===== config.mk =====
export PLATFORM = sky130hd
export DESIGN_NAME = alarm_ring_scheduler
export DESIGN_NICKNAME = d
export VERILOG_FILES = /design/src/rtl/alarm_ring_scheduler_pkg.sv /design/src/rtl/alarm_ring_scheduler_sec_down_counter.sv /design/src/rtl/alarm_ring_scheduler.sv
export SDC_FILE = /design/constraint.sdc
export NUM_CORES = 1
export LEC_CHECK = 0
export ABC_AREA = 1
export CAP_MARGIN = 20
export CORE_ASPECT_RATIO = 0.9
export CORE_UTILIZATION = 53
export DETAILED_ROUTE_END_ITERATION = 16
export GPL_TIMING_DRIVEN = 0
export PLACE_DENSITY = 0.82
export RECOVER_POWER = 100
export SLEW_MARGIN = 25
export SYNTH_ARGS = -nofsm -noshare
export SYNTH_HDL_FRONTEND = slang
export SYNTH_SLANG_ARGS = --single-unit

===== constraint.sdc =====
create_clock -name i_Clk -period 2.1 [get_ports i_Clk]
set_input_delay 0.63 -clock i_Clk [delete_from_list [all_inputs] [get_ports i_Clk]]
set_output_delay 0.63 -clock i_Clk [all_outputs]
set_load 0.005 [all_outputs]

===== src/rtl/alarm_ring_scheduler_pkg.sv =====
`default_nettype none
// ============================================================================
// Module      : alarm_ring_scheduler_pkg
// Description : Shared definitions for the alarm ring scheduler: the 2-bit
//               scheduler state encodings, the BCD HHMM field offsets and a
//               helper that compares a time word against the alarm setting.
// Revision    : 1.0 - initial release
// ============================================================================
package alarm_ring_scheduler_pkg;

    // Scheduler states
    localparam logic [1:0] c_state_idle     = 2'd0;
    localparam logic [1:0] c_state_ringing  = 2'd1;
    localparam logic [1:0] c_state_snoozing = 2'd2;
    localparam logic [1:0] c_state_lockout  = 2'd3;

    // BCD HHMM layout: [15:8] = hours (tens, ones), [7:0] = minutes (tens, ones)
    localparam int c_bcd_min_lsb  = 0;
    localparam int c_bcd_hour_lsb = 8;
    localparam int c_bcd_field_w  = 8;

    // True when the hours, minutes and AM/PM flag all agree.
    function automatic logic time_matches(
        input logic [15:0] time_bcd,
        input logic [15:0] alarm_bcd,
        input logic        time_pm,
        input logic        alarm_pm
    );
        return (time_bcd[c_bcd_hour_lsb +: c_bcd_field_w] == alarm_bcd[c_bcd_hour_lsb +: c_bcd_field_w])
            && (time_bcd[c_bcd_min_lsb  +: c_bcd_field_w] == alarm_bcd[c_bcd_min_lsb  +: c_bcd_field_w])
            && (time_pm == alarm_pm);
    endfunction

endpackage
`default_nettype wire


===== src/rtl/alarm_ring_scheduler_sec_down_counter.sv =====
`default_nettype none
// ============================================================================
// Module      : sec_down_counter
// Description : Loadable seconds down-counter. Decrements on a qualified
//               1 Hz pulse and never wraps below zero. o_last flags the value
//               1, i.e. the next decrement ends the interval.
// Ports       : i_Clk, i_Reset (async, active-high)
//               i_clear       - force count to 0 (highest priority)
//               i_load        - load i_load_value
//               i_load_value  - reload value
//               i_dec         - decrement request (one-cycle)
//               o_count       - current count
//               o_last        - count == 1
// Revision    : 1.0 - initial release
// ============================================================================
module sec_down_counter #(
    parameter int CNT_WIDTH = 10
) (
    input  logic                 i_Clk,
    input  logic                 i_Reset,
    input  logic                 i_clear,
    input  logic                 i_load,
    input  logic [CNT_WIDTH-1:0] i_load_value,
    input  logic                 i_dec,
    output logic [CNT_WIDTH-1:0] o_count,
    output logic                 o_last
);

    logic [CNT_WIDTH-1:0] r_count;

    always_ff @(posedge i_Clk or posedge i_Reset) begin
        if (i_Reset) begin
            r_count <= '0;
        end else if (i_clear) begin
            r_count <= '0;
        end else if (i_load) begin
            r_count <= i_load_value;
        end else if (i_dec && (r_count != '0)) begin
            r_count <= r_count - CNT_WIDTH'(1);
        end
    end

    assign o_count = r_count;
    assign o_last  = (r_count == CNT_WIDTH'(1));

endmodule
`default_nettype wire


===== src/rtl/alarm_ring_scheduler.sv =====
`default_nettype none
// ============================================================================
// Module      : alarm_ring_scheduler
// Description : Drives the alarm indicator once the time reaches the alarm
//               setting: ringing, limited snoozes, dismiss, and automatic
//               silence after a ring timeout. Timebase is a 1 Hz one-cycle
//               pulse in the 5 MHz clock domain.
// Ports       : i_Clk, i_Reset (async, active-high), i_Sec_Pulse,
//               i_Alarm_Enable, i_Time/i_Alarm_Time (BCD HHMM),
//               i_Time_PM/i_Alarm_PM, i_Snooze_Pulse, i_Dismiss_Pulse
//               o_Alarm_On, o_Snoozing, o_Snooze_Count (sat. 3),
//               o_Snooze_Remaining, o_Timed_Out (one-cycle pulse)
// Revision    : 1.0 - initial release
// ============================================================================
module alarm_ring_scheduler
    import alarm_ring_scheduler_pkg::*;
#(
    parameter int SNOOZE_SECONDS       = 540,
    parameter int RING_TIMEOUT_SECONDS = 300,
    parameter int MAX_SNOOZES          = 3,
    parameter int CNT_WIDTH            = 10
) (
    input  logic                 i_Clk,
    input  logic                 i_Reset,
    input  logic                 i_Sec_Pulse,
    input  logic                 i_Alarm_Enable,
    input  logic [15:0]          i_Time,
    input  logic [15:0]          i_Alarm_Time,
    input  logic                 i_Time_PM,
    input  logic                 i_Alarm_PM,
    input  logic                 i_Snooze_Pulse,
    input  logic                 i_Dismiss_Pulse,
    output logic                 o_Alarm_On,
    output logic                 o_Snoozing,
    output logic [1:0]           o_Snooze_Count,
    output logic [CNT_WIDTH-1:0] o_Snooze_Remaining,
    output logic                 o_Timed_Out
);

    // Internal snooze tally is wide enough to compare against MAX_SNOOZES
    // and never below 3 bits so the saturating output decode is meaningful.
    localparam int c_used_w_raw = $clog2(MAX_SNOOZES + 2);
    localparam int c_used_w     = (c_used_w_raw < 3) ? 3 : c_used_w_raw;

    logic                 w_match;
    logic                 r_match_q;
    logic                 r_primed;
    logic [1:0]           r_state;
    logic [1:0]           w_state_nxt;
    logic [CNT_WIDTH-1:0] r_ring_cnt;
    logic [CNT_WIDTH-1:0] w_ring_nxt;
    logic [c_used_w-1:0]  r_snooze_used;
    logic [c_used_w-1:0]  w_used_nxt;
    logic                 w_timeout;
    logic                 w_snz_load;
    logic                 w_snz_dec;
    logic                 w_snz_clear;
    logic                 w_snz_last;
    logic [1:0]           w_count_sat;

    logic                 r_alarm_on;
    logic                 r_snoozing;
    logic [1:0]           r_snooze_count;
    logic                 r_timed_out;

    assign w_match = i_Alarm_Enable & time_matches(i_Time, i_Alarm_Time, i_Time_PM, i_Alarm_PM);

    always_comb begin
        w_state_nxt = r_state;
        w_ring_nxt  = r_ring_cnt;
        w_used_nxt  = r_snooze_used;
        w_timeout   = 1'b0;
        w_snz_load  = 1'b0;
        w_snz_dec   = 1'b0;
        if (!i_Alarm_Enable) begin
            w_state_nxt = c_state_idle;
            w_ring_nxt  = '0;
            w_used_nxt  = '0;
        end else begin
            case (r_state)
                c_state_idle: begin
                    // r_primed blocks a match that was already present when
                    // reset released: only a genuine rising edge rings.
                    if (w_match && !r_match_q && r_primed) begin
                        w_state_nxt = c_state_ringing;
                        w_ring_nxt  = '0;
                        w_used_nxt  = '0;
                    end
                end
                c_state_ringing: begin
                    if (i_Dismiss_Pulse) begin
                        w_state_nxt = c_state_lockout;
                    end else if (i_Snooze_Pulse && (r_snooze_used < c_used_w'(MAX_SNOOZES))) begin
                        // A coincident second pulse is deliberately dropped.
                        w_state_nxt = c_state_snoozing;
                        w_snz_load  = 1'b1;
                        w_used_nxt  = r_snooze_used + c_used_w'(1);
                    end else if (i_Sec_Pulse) begin
                        if (r_ring_cnt == CNT_WIDTH'(RING_TIMEOUT_SECONDS - 1)) begin
                            w_state_nxt = c_state_lockout;
                            w_timeout   = 1'b1;
                        end else begin
                            w_ring_nxt = r_ring_cnt + CNT_WIDTH'(1);
                        end
                    end
                end
                c_state_snoozing: begin
                    if (i_Dismiss_Pulse) begin
                        w_state_nxt = c_state_lockout;
                    end else if (i_Sec_Pulse) begin
                        if (w_snz_last) begin
                            w_state_nxt = c_state_ringing;
                            w_ring_nxt  = '0;
                        end else begin
                            w_snz_dec = 1'b1;
                        end
                    end
                end
                c_state_lockout: begin
                    // Hold off until the alarm minute has passed.
                    if (!w_match) begin
                        w_state_nxt = c_state_idle;
                    end
                end
                default: w_state_nxt = c_state_idle;
            endcase
            if ((w_state_nxt == c_state_idle) || (w_state_nxt == c_state_lockout)) begin
                w_used_nxt = '0;
            end
        end
    end

    // Remaining time reads 0 whenever the next state is not a snooze.
    assign w_snz_clear = (w_state_nxt != c_state_snoozing);
    assign w_count_sat = (w_used_nxt > c_used_w'(3)) ? 2'd3 : w_used_nxt[1:0];

    sec_down_counter #(
        .CNT_WIDTH (CNT_WIDTH)
    ) u_snooze_counter (
        .i_Clk        (i_Clk),
        .i_Reset      (i_Reset),
        .i_clear      (w_snz_clear),
        .i_load       (w_snz_load),
        .i_load_value (CNT_WIDTH'(SNOOZE_SECONDS)),
        .i_dec        (w_snz_dec),
        .o_count      (o_Snooze_Remaining),
        .o_last       (w_snz_last)
    );

    always_ff @(posedge i_Clk or posedge i_Reset) begin
        if (i_Reset) begin
            r_state        <= c_state_idle;
            r_match_q      <= 1'b0;
            r_primed       <= 1'b0;
            r_ring_cnt     <= '0;
            r_snooze_used  <= '0;
            r_alarm_on     <= 1'b0;
            r_snoozing     <= 1'b0;
            r_snooze_count <= 2'd0;
            r_timed_out    <= 1'b0;
        end else begin
            r_state        <= w_state_nxt;
            r_match_q      <= w_match;
            r_primed       <= r_primed | ~w_match;
            r_ring_cnt     <= w_ring_nxt;
            r_snooze_used  <= w_used_nxt;
            r_alarm_on     <= (w_state_nxt == c_state_ringing);
            r_snoozing     <= (w_state_nxt == c_state_snoozing);
            r_snooze_count <= w_count_sat;
            r_timed_out    <= w_timeout;
        end
    end

    assign o_Alarm_On     = r_alarm_on;
    assign o_Snoozing     = r_snoozing;
    assign o_Snooze_Count = r_snooze_count;
    assign o_Timed_Out    = r_timed_out;

endmodule
`default_nettype wire


; Word level (Yosys, flattened, before mapping)
; Cells that the tools add are included.
[word_totals]
register_bits = 32
in_bits = 40
out_inout_bits = 15
[op_classes]
add_sub_neg = 3
magnitude_cmp = 2
n_eq_ne = 21
mux = 47
bitwise = 3
reduce_logical = 13
[op_table]
columns = cell, count
row1 = two-way mux 10 bit, 12
row2 = case mux 10 bit (3 select lines), 1
row3 = two-way mux 2 bit, 12
row4 = inequality test 3 bit (second input constant), 7
row5 = equality test 8 bit, 2
row6 = two-way mux 1 bit, 15
row7 = two-way mux 3 bit, 5
row8 = adder 10 x 1 -> 10 bit (second input constant), 1
row9 = equality test 10 x 1 -> 1 bit (second input constant), 1
row10 = equality test 10 x 9 -> 1 bit (second input constant), 1
row11 = nonzero test 10 bit, 1
row12 = subtractor 10 x 1 -> 10 bit (second input constant), 1
row13 = AND reduction 9 bit, 1
row14 = equality test 2 bit (second input constant), 4
row15 = case mux 2 bit (4 select lines), 1
row16 = logical AND 1 bit, 6
row17 = case mux 3 bit (2 select lines), 1
row18 = equality test 2 x 1 -> 1 bit (second input constant), 2
row19 = zero test 2 bit, 2
row20 = inequality test 4 x 1 -> 1 bit (second input constant), 1
row21 = adder 3 x 1 -> 3 bit (second input constant), 1
row22 = > comparator 3 x 2 -> 1 bit (second input constant), 1
row23 = < comparator 3 x 2 -> 1 bit (second input constant), 1
row24 = inequality test 3 x 2 -> 1 bit (second input constant), 1
row25 = 8 further kinds, 8

; Depth between registers and ports, before layout
[depth]
word_depth = 15
depth_mapped = 15

; Modules after synthesis
; From an unflattened synthesis, not the netlist that was laid out.
[unflattened]
cells_unflattened = 394
area_unflattened_um2 = 2605.0
[by_module_without_submodules]
columns = module, n_inst, cells_per_inst, area_each_um2, seq_area_each_um2
row1 = alarm_ring_scheduler, 1, 280, 1833.0, 550.5
row2 = sec_down_counter, 1, 114, 772.0, 250.2

; Worst setup path after synthesis
; No wires, ideal clock.
[synth_path]
kind = input to register
start = in i_Alarm_Enable
end = reg u_snooze_counter.r_count[1] (netlist: u_snooze_counter.o_count[1])
arrival_ns = 1.690
t_required_ns = 1.979
slack_ns = 0.289
cell_stages = 13
n_path_buf = 2
cell_sequence = buf_6 > inv_2 > nor2_1 > nand3_1 > nor2_2 > nand3_2 > nand2_1 > nand2_1 > nand2_2 > inv_4 > nand2_4 > buf_12 > nor3_2
[synth_between]
elab_chain_cells = 9
elab_cells_between_ends = 15
[synth_rtl]
columns = element, line_no
row1 = from (decl), alarm_ring_scheduler.sv:26  ; input logic i_Alarm_Enable,
row2 = bitwise AND 1 bit, alarm_ring_scheduler.sv:66  ; assign w_match = i_Alarm_Enable & time_matches(i_Time, i_Alarm_Time, i_Time_PM, i_Alarm_PM);
row3 = logical AND 1 bit (2 in a row), alarm_ring_scheduler.sv:84  ; if (w_match && !r_match_q && r_primed) begin
row4 = two-way mux 2 bit, alarm_ring_scheduler.sv:84
row5 = case mux 2 bit (4 select lines), alarm_ring_scheduler.sv:80  ; case (r_state)
row6 = two-way mux 2 bit (2 in a row), alarm_ring_scheduler.sv:75  ; if (!i_Alarm_Enable) begin
row7 = inequality test 2 bit, alarm_ring_scheduler.sv:134  ; assign w_snz_clear = (w_state_nxt != c_state_snoozing);
row8 = nonzero test 3 bit (no source line) or two-way mux 10 bit (tied branches), -
row9 = to (signal assigned), alarm_ring_scheduler_sec_down_counter.sv:37  ; r_count <= i_load_value;
row10 = to (signal assigned), alarm_ring_scheduler_sec_down_counter.sv:39  ; r_count <= r_count - CNT_WIDTH'(1);
row11 = to (decl), alarm_ring_scheduler_sec_down_counter.sv:29  ; logic [CNT_WIDTH-1:0] r_count;
; Parallel ways exist; a longest one is shown, timed or not. The select of a mux whose other input is x is not followed.
; A chain may end at the register's enable or synchronous reset.

; Final worst setup path
[layout_path]
start = reg r_state[1]
end = reg u_snooze_counter.r_count[1] (netlist: u_snooze_counter.o_count[1])
[layout_between]
elab_chain_cells = 9
elab_cells_between_ends = 25
[layout_rtl]
columns = element, line_no
row1 = from (decl), alarm_ring_scheduler.sv:48  ; logic [1:0] r_state;
row2 = from (signal assigned), alarm_ring_scheduler.sv:152  ; r_state <= c_state_idle;
row3 = from (signal assigned), alarm_ring_scheduler.sv:162  ; r_state <= w_state_nxt;
row4 = two-way mux 2 bit, alarm_ring_scheduler.sv:99  ; if (r_ring_cnt == CNT_WIDTH'(RING_TIMEOUT_SECONDS - 1)) begin
row5 = two-way mux 2 bit, alarm_ring_scheduler.sv:98  ; end else if (i_Sec_Pulse) begin
row6 = two-way mux 2 bit, alarm_ring_scheduler.sv:93  ; end else if (i_Snooze_Pulse && (r_snooze_used < c_used_w'(MAX_SNOOZES))) begin
row7 = two-way mux 2 bit, alarm_ring_scheduler.sv:91  ; if (i_Dismiss_Pulse) begin
row8 = case mux 2 bit (4 select lines), alarm_ring_scheduler.sv:80
row9 = two-way mux 2 bit (2 in a row), alarm_ring_scheduler.sv:75
row10 = inequality test 2 bit, alarm_ring_scheduler.sv:134
row11 = nonzero test 3 bit (no source line) or two-way mux 10 bit (tied branches), -
; Parallel ways exist; a longest one is shown, timed or not. The select of a mux whose other input is x is not followed.

==> flow_summary.rst <==
.. list-table::
   :header-rows: 1

   * - Metric
     - Value
   * - Run status
     - complete, no violations
   * - Total power
     - 2.447 mW
   * - Critical Path, Cell by Cell
     - inv_1 > ha_1 > clkbuf_4 > nand2_2 > nor2_8 > inv_4 > nand2_4 > buf_6 > nor2_1 > a21oi_2 > nor3_4
   * - FF/Latch Area
     - 802.0 um^2
   * - Hold Path Origin
     - r_primed
   * - Fill count
     - 366
   * - Fraction of final layout cells sized beyond drive strength 1
     - 19.92%
   * - Count of nets after finishing
     - 555
   * - Cells after DPL
     - 543
   * - Post-DR wirelength/cell
     - 12.78 um
   * - Die span in y
     - 70.74 um
   * - Mapped Area
     - 2783 um^2
   * - RePlAce Congestion
     - 0.9049
   * - Worst-case clock skew
     - 0.004972 ns
   * - Worst path required time
     - 2.28 ns
   * - Drt first-iter violations
     - 280
   * - Final Hold Viols
     - 0
   * - Destination of the worst hold path
     - r_primed
   * - Horizontal die dimension
     - 78.38 um
   * - Post-synthesis register bit count
     - 32
   * - # IOs
     - 55
   * - Largest driver fanout on the critical path
     - 10
   * - Pwr dens
     - 642.9 nW/um^2
   * - Maximum operating frequency
     - 488.6 MHz
   * - Biggest area contributors in the synthesized netlist
     - sky130_fd_sc_hd__dfrtp_1 29%, sky130_fd_sc_hd__nand2_1 16%, sky130_fd_sc_hd__inv_1 9.4%
   * - Fraction of registers with async set or reset after synthesis
     - 100.0%
   * - Commonest cells after routing, fill and taps aside
     - 110 x sky130_fd_sc_hd__nand2_1, 67 x sky130_fd_sc_hd__inv_1, 43 x sky130_fd_sc_hd__nor2_1
   * - Relative slew slack
     - 54.57%
   * - Synthesized net count
     - 474
   * - Drc violations
     - 0
   * - Antenna cell count
     - 0
   * - Standard cell core area
     - 4955 um^2
   * - Initial antenna violation count
     - 0
   * - Type of the worst setup path
     - reg -> reg
   * - CTS Hold Buffers Added
     - 0
   * - Count of standard-cell rows
     - 24
   * - Post-detail-place hpwl
     - 5045 um
   * - Yosys cell types
     - 39
   * - Gate count after technology mapping
     - 425
   * - Initial Utilization
     - 56.16%
   * - Avg Cell Area, Syn
     - 6.547 um^2
   * - Total number of vias
     - 3,007
   * - Data arrival, critical path
     - 2.22 ns
   * - Worst-Margin Slew
     - 0.6805 ns
   * - Cell with the largest stage delay on the worst path
     - sky130_fd_sc_hd__dfrtp_2
   * - Number of buffers created by CTS
     - 5
   * - Number of warnings reported in the yosys synthesis log
     - 0
   * - Vias per cell
     - 5.257
   * - Top cell type's share of synthesized area
     - 28.78%
   * - Most common cell after layout, fill and taps aside
     - sky130_fd_sc_hd__nand2_1
   * - Number of optimization iterations in the first detailed-route pass
     - 5
   * - Multi-input combinational cell area
     - 1737 um^2
   * - Maximum single-stage delay on the critical path
     - 0.45 ns
   * - Startpoint of the most critical register-to-register path
     - r_state[1]
   * - Worst setup SP type
     - flop
   * - WHS Path Cells
     - 2
   * - Overflow after GRT
     - 0
   * - Port-buffer cells
     - 53
   * - Global-route wire length before repair
     - 11,470 um
   * - Setup slack of the critical path after layout
     - 0.05334 ns
   * - Minimum period implied by the final worst setup slack
     - 2.047 ns
   * - Worst-case setup slack after placement
     - -0.4229 ns
   * - CTS tree
     - done
   * - Buffer cell driving the clock tree root
     - sky130_fd_sc_hd__clkbuf_8
   * - GRT Resource Usage Total
     - 26.01%
   * - Final setup violation count
     - 0
   * - Number of enable-type register cells in the synthesized netlist
     - 0
   * - Max-slew violations
     - 0
   * - Layout overhead on the synthesized area
     - 36.78%
   * - Library cell occupying the most area in the post-synthesis netlist
     - sky130_fd_sc_hd__dfrtp_1
   * - Number of levels the H-tree was split into
     - 2
   * - Vias in the first global route
     - 2,777
   * - Setup slack of the most critical reg-to-reg path
     - 0.05 ns
   * - MaxCap Viol Count
     - 0
   * - Die outline area
     - 5545 um^2
   * - Detailed-route wire length
     - 7313 um
   * - Clock slew seen by the registers of the worst setup and hold paths
     - 0.06 ns
   * - Worst min-delay path class
     - reg -> reg
   * - Share of the yosys chip area belonging to registers
     - 28.78%
   * - Clock latency of the later-clocked register in the worst-skew pair
     - 0.29 ns
   * - Finished Layout Cells
     - 572
   * - Worst vdd rail ir drop
     - 361.5 uV
   * - Number of clock sinks seen by CTS
     - 32
   * - Bufs on Longest Clock Path
     - 2
   * - Standby leakage power
     - 2.117 nW
   * - Share of the clock period used by the worst path after layout
     - 97.46%
   * - Primary flip-flop cell chosen by synthesis mapping
     - sky130_fd_sc_hd__dfrtp_1
   * - Worst-case reg-to-reg path depth
     - 11
   * - Final Util
     - 76.82%
   * - Maximum number of pins on one net before global-route repair
     - 33
   * - Destination of the worst register-to-register timing path
     - u_snooze_counter.o_count[1]
   * - Element type at the critical path end
     - flop
   * - Antenna-violating nets left
     - 0
## per-stage QoR
step                hold slack [ns]    TNS, ns  instance area [um^2]
floorplan                    0.4213          0                  2783
global placement             0.4320     -10.76                  3395
detailed placement           0.4403     -11.16                  3395
CTS                          0.4551  -0.009897                  3570
global route                 0.4813   -0.07754                  3806
finish                       0.4577          0                  3806
## layer usage
layer / global-route usage, % / wire (um) / vias to the layer above
met5: 0 / 0 / -
met4: 10.08 / 119 / 0
met3: 5.290 / 472 / 13
met2: 45.22 / 3584 / 118
met1: 31.63 / 3137 / 1382
li1: - / - / 1494
## Yosys cell counts (3+ instances only)
library cell,instances
sky130_fd_sc_hd__xor2_1,7
sky130_fd_sc_hd__nand2_1,118
sky130_fd_sc_hd__a21oi_1,4
sky130_fd_sc_hd__nand2_2,3
sky130_fd_sc_hd__o21ai_0,6
sky130_fd_sc_hd__nand3_1,26
sky130_fd_sc_hd__inv_2,10
sky130_fd_sc_hd__nor3b_1,3
sky130_fd_sc_hd__dfrtp_1,32
sky130_fd_sc_hd__nor3_1,7
sky130_fd_sc_hd__buf_2,4
sky130_fd_sc_hd__nand3_2,5
sky130_fd_sc_hd__ha_1,9
sky130_fd_sc_hd__o21ai_1,17
sky130_fd_sc_hd__nand4_1,9
sky130_fd_sc_hd__nand3b_1,3
sky130_fd_sc_hd__nor3_2,10
sky130_fd_sc_hd__nor2_2,8
sky130_fd_sc_hd__inv_1,70
sky130_fd_sc_hd__buf_6,3
sky130_fd_sc_hd__nor2_1,46
sky130_fd_sc_hd__nor4_1,3
## worst max-delay path, delay by kind of cell (launching register included)
kind,cells,cell delay [ns]
AO/OA/AOI/OAI,1,0.19
adder cells (fa/ha/maj),1,0.14
buffers and inverters,4,0.56
flip-flops,1,0.45
AND/OR/NAND/NOR,5,0.57
## final cells by class
class	instances	share of cell area, %
plain buffers	9	2.170
clock buffers	8	2.367
repair buffers	74	18.28
flip-flops and latches	32	21.07
multi-input cells	302	45.63
well taps	65	2.137
inverters	82	8.350
## cell families (layout without fill, tap and decap cells)
| group | Yosys count | in the layout | share of synthesized area [%] |
|---|---|---|---|
| simple gates | 251 | 251 | 44.02 |
| flops | 32 | 32 | 28.78 |
| buf+inv | 91 | 173 | 13.94 |
| xor+xnor | 9 | 9 | 2.833 |
| compound gates | 33 | 33 | 6.385 |
| fa+ha+maj | 9 | 9 | 4.047 |
## worst max path at each step
stage                                start                           to  slack, ns  cells past startpoint
after floorplan             i_Alarm_Enable  u_snooze_counter.o_count[1]       0.29                     13
after global placement           i_Time[9]  u_snooze_counter.o_count[6]      -0.39                     15
after detailed placement  i_Alarm_Time[11]  u_snooze_counter.o_count[7]      -0.42                     15
after CTS                       r_state[1]  u_snooze_counter.o_count[1]     -0.007                     11
after global routing            r_state[1]  u_snooze_counter.o_count[1]      -0.05                     11
final                           r_state[1]  u_snooze_counter.o_count[1]       0.05                     11
## registers in the layout (all words and copies together), names as in the netlist
signal	count
o_Snoozing	1
u_snooze_counter.o_count	10
r_ring_cnt	10
r_state	2
r_snooze_used	3
o_Timed_Out	1
o_Snooze_Count	2
o_Alarm_On	1
r_match_q	1
r_primed	1
## timing repair
action                                  4_1_cts  5_1_grt
gates resized for setup                      42       37
cloned                                        0        2
endpoints found under the setup margin       27       28
pin swaps                                     6       16
buffers inserted                             10        9
## power by group
group | total [mW] | switching, mW | internal (mW) | leakage [nW]
sequential | 0.731 | 0.0605 | 0.671 | 0.437
clock | 0.490 | 0.223 | 0.267 | 0.0455
combinational | 1.23 | 0.755 | 0.471 | 1.63
(Power assumes the default switching activity.)
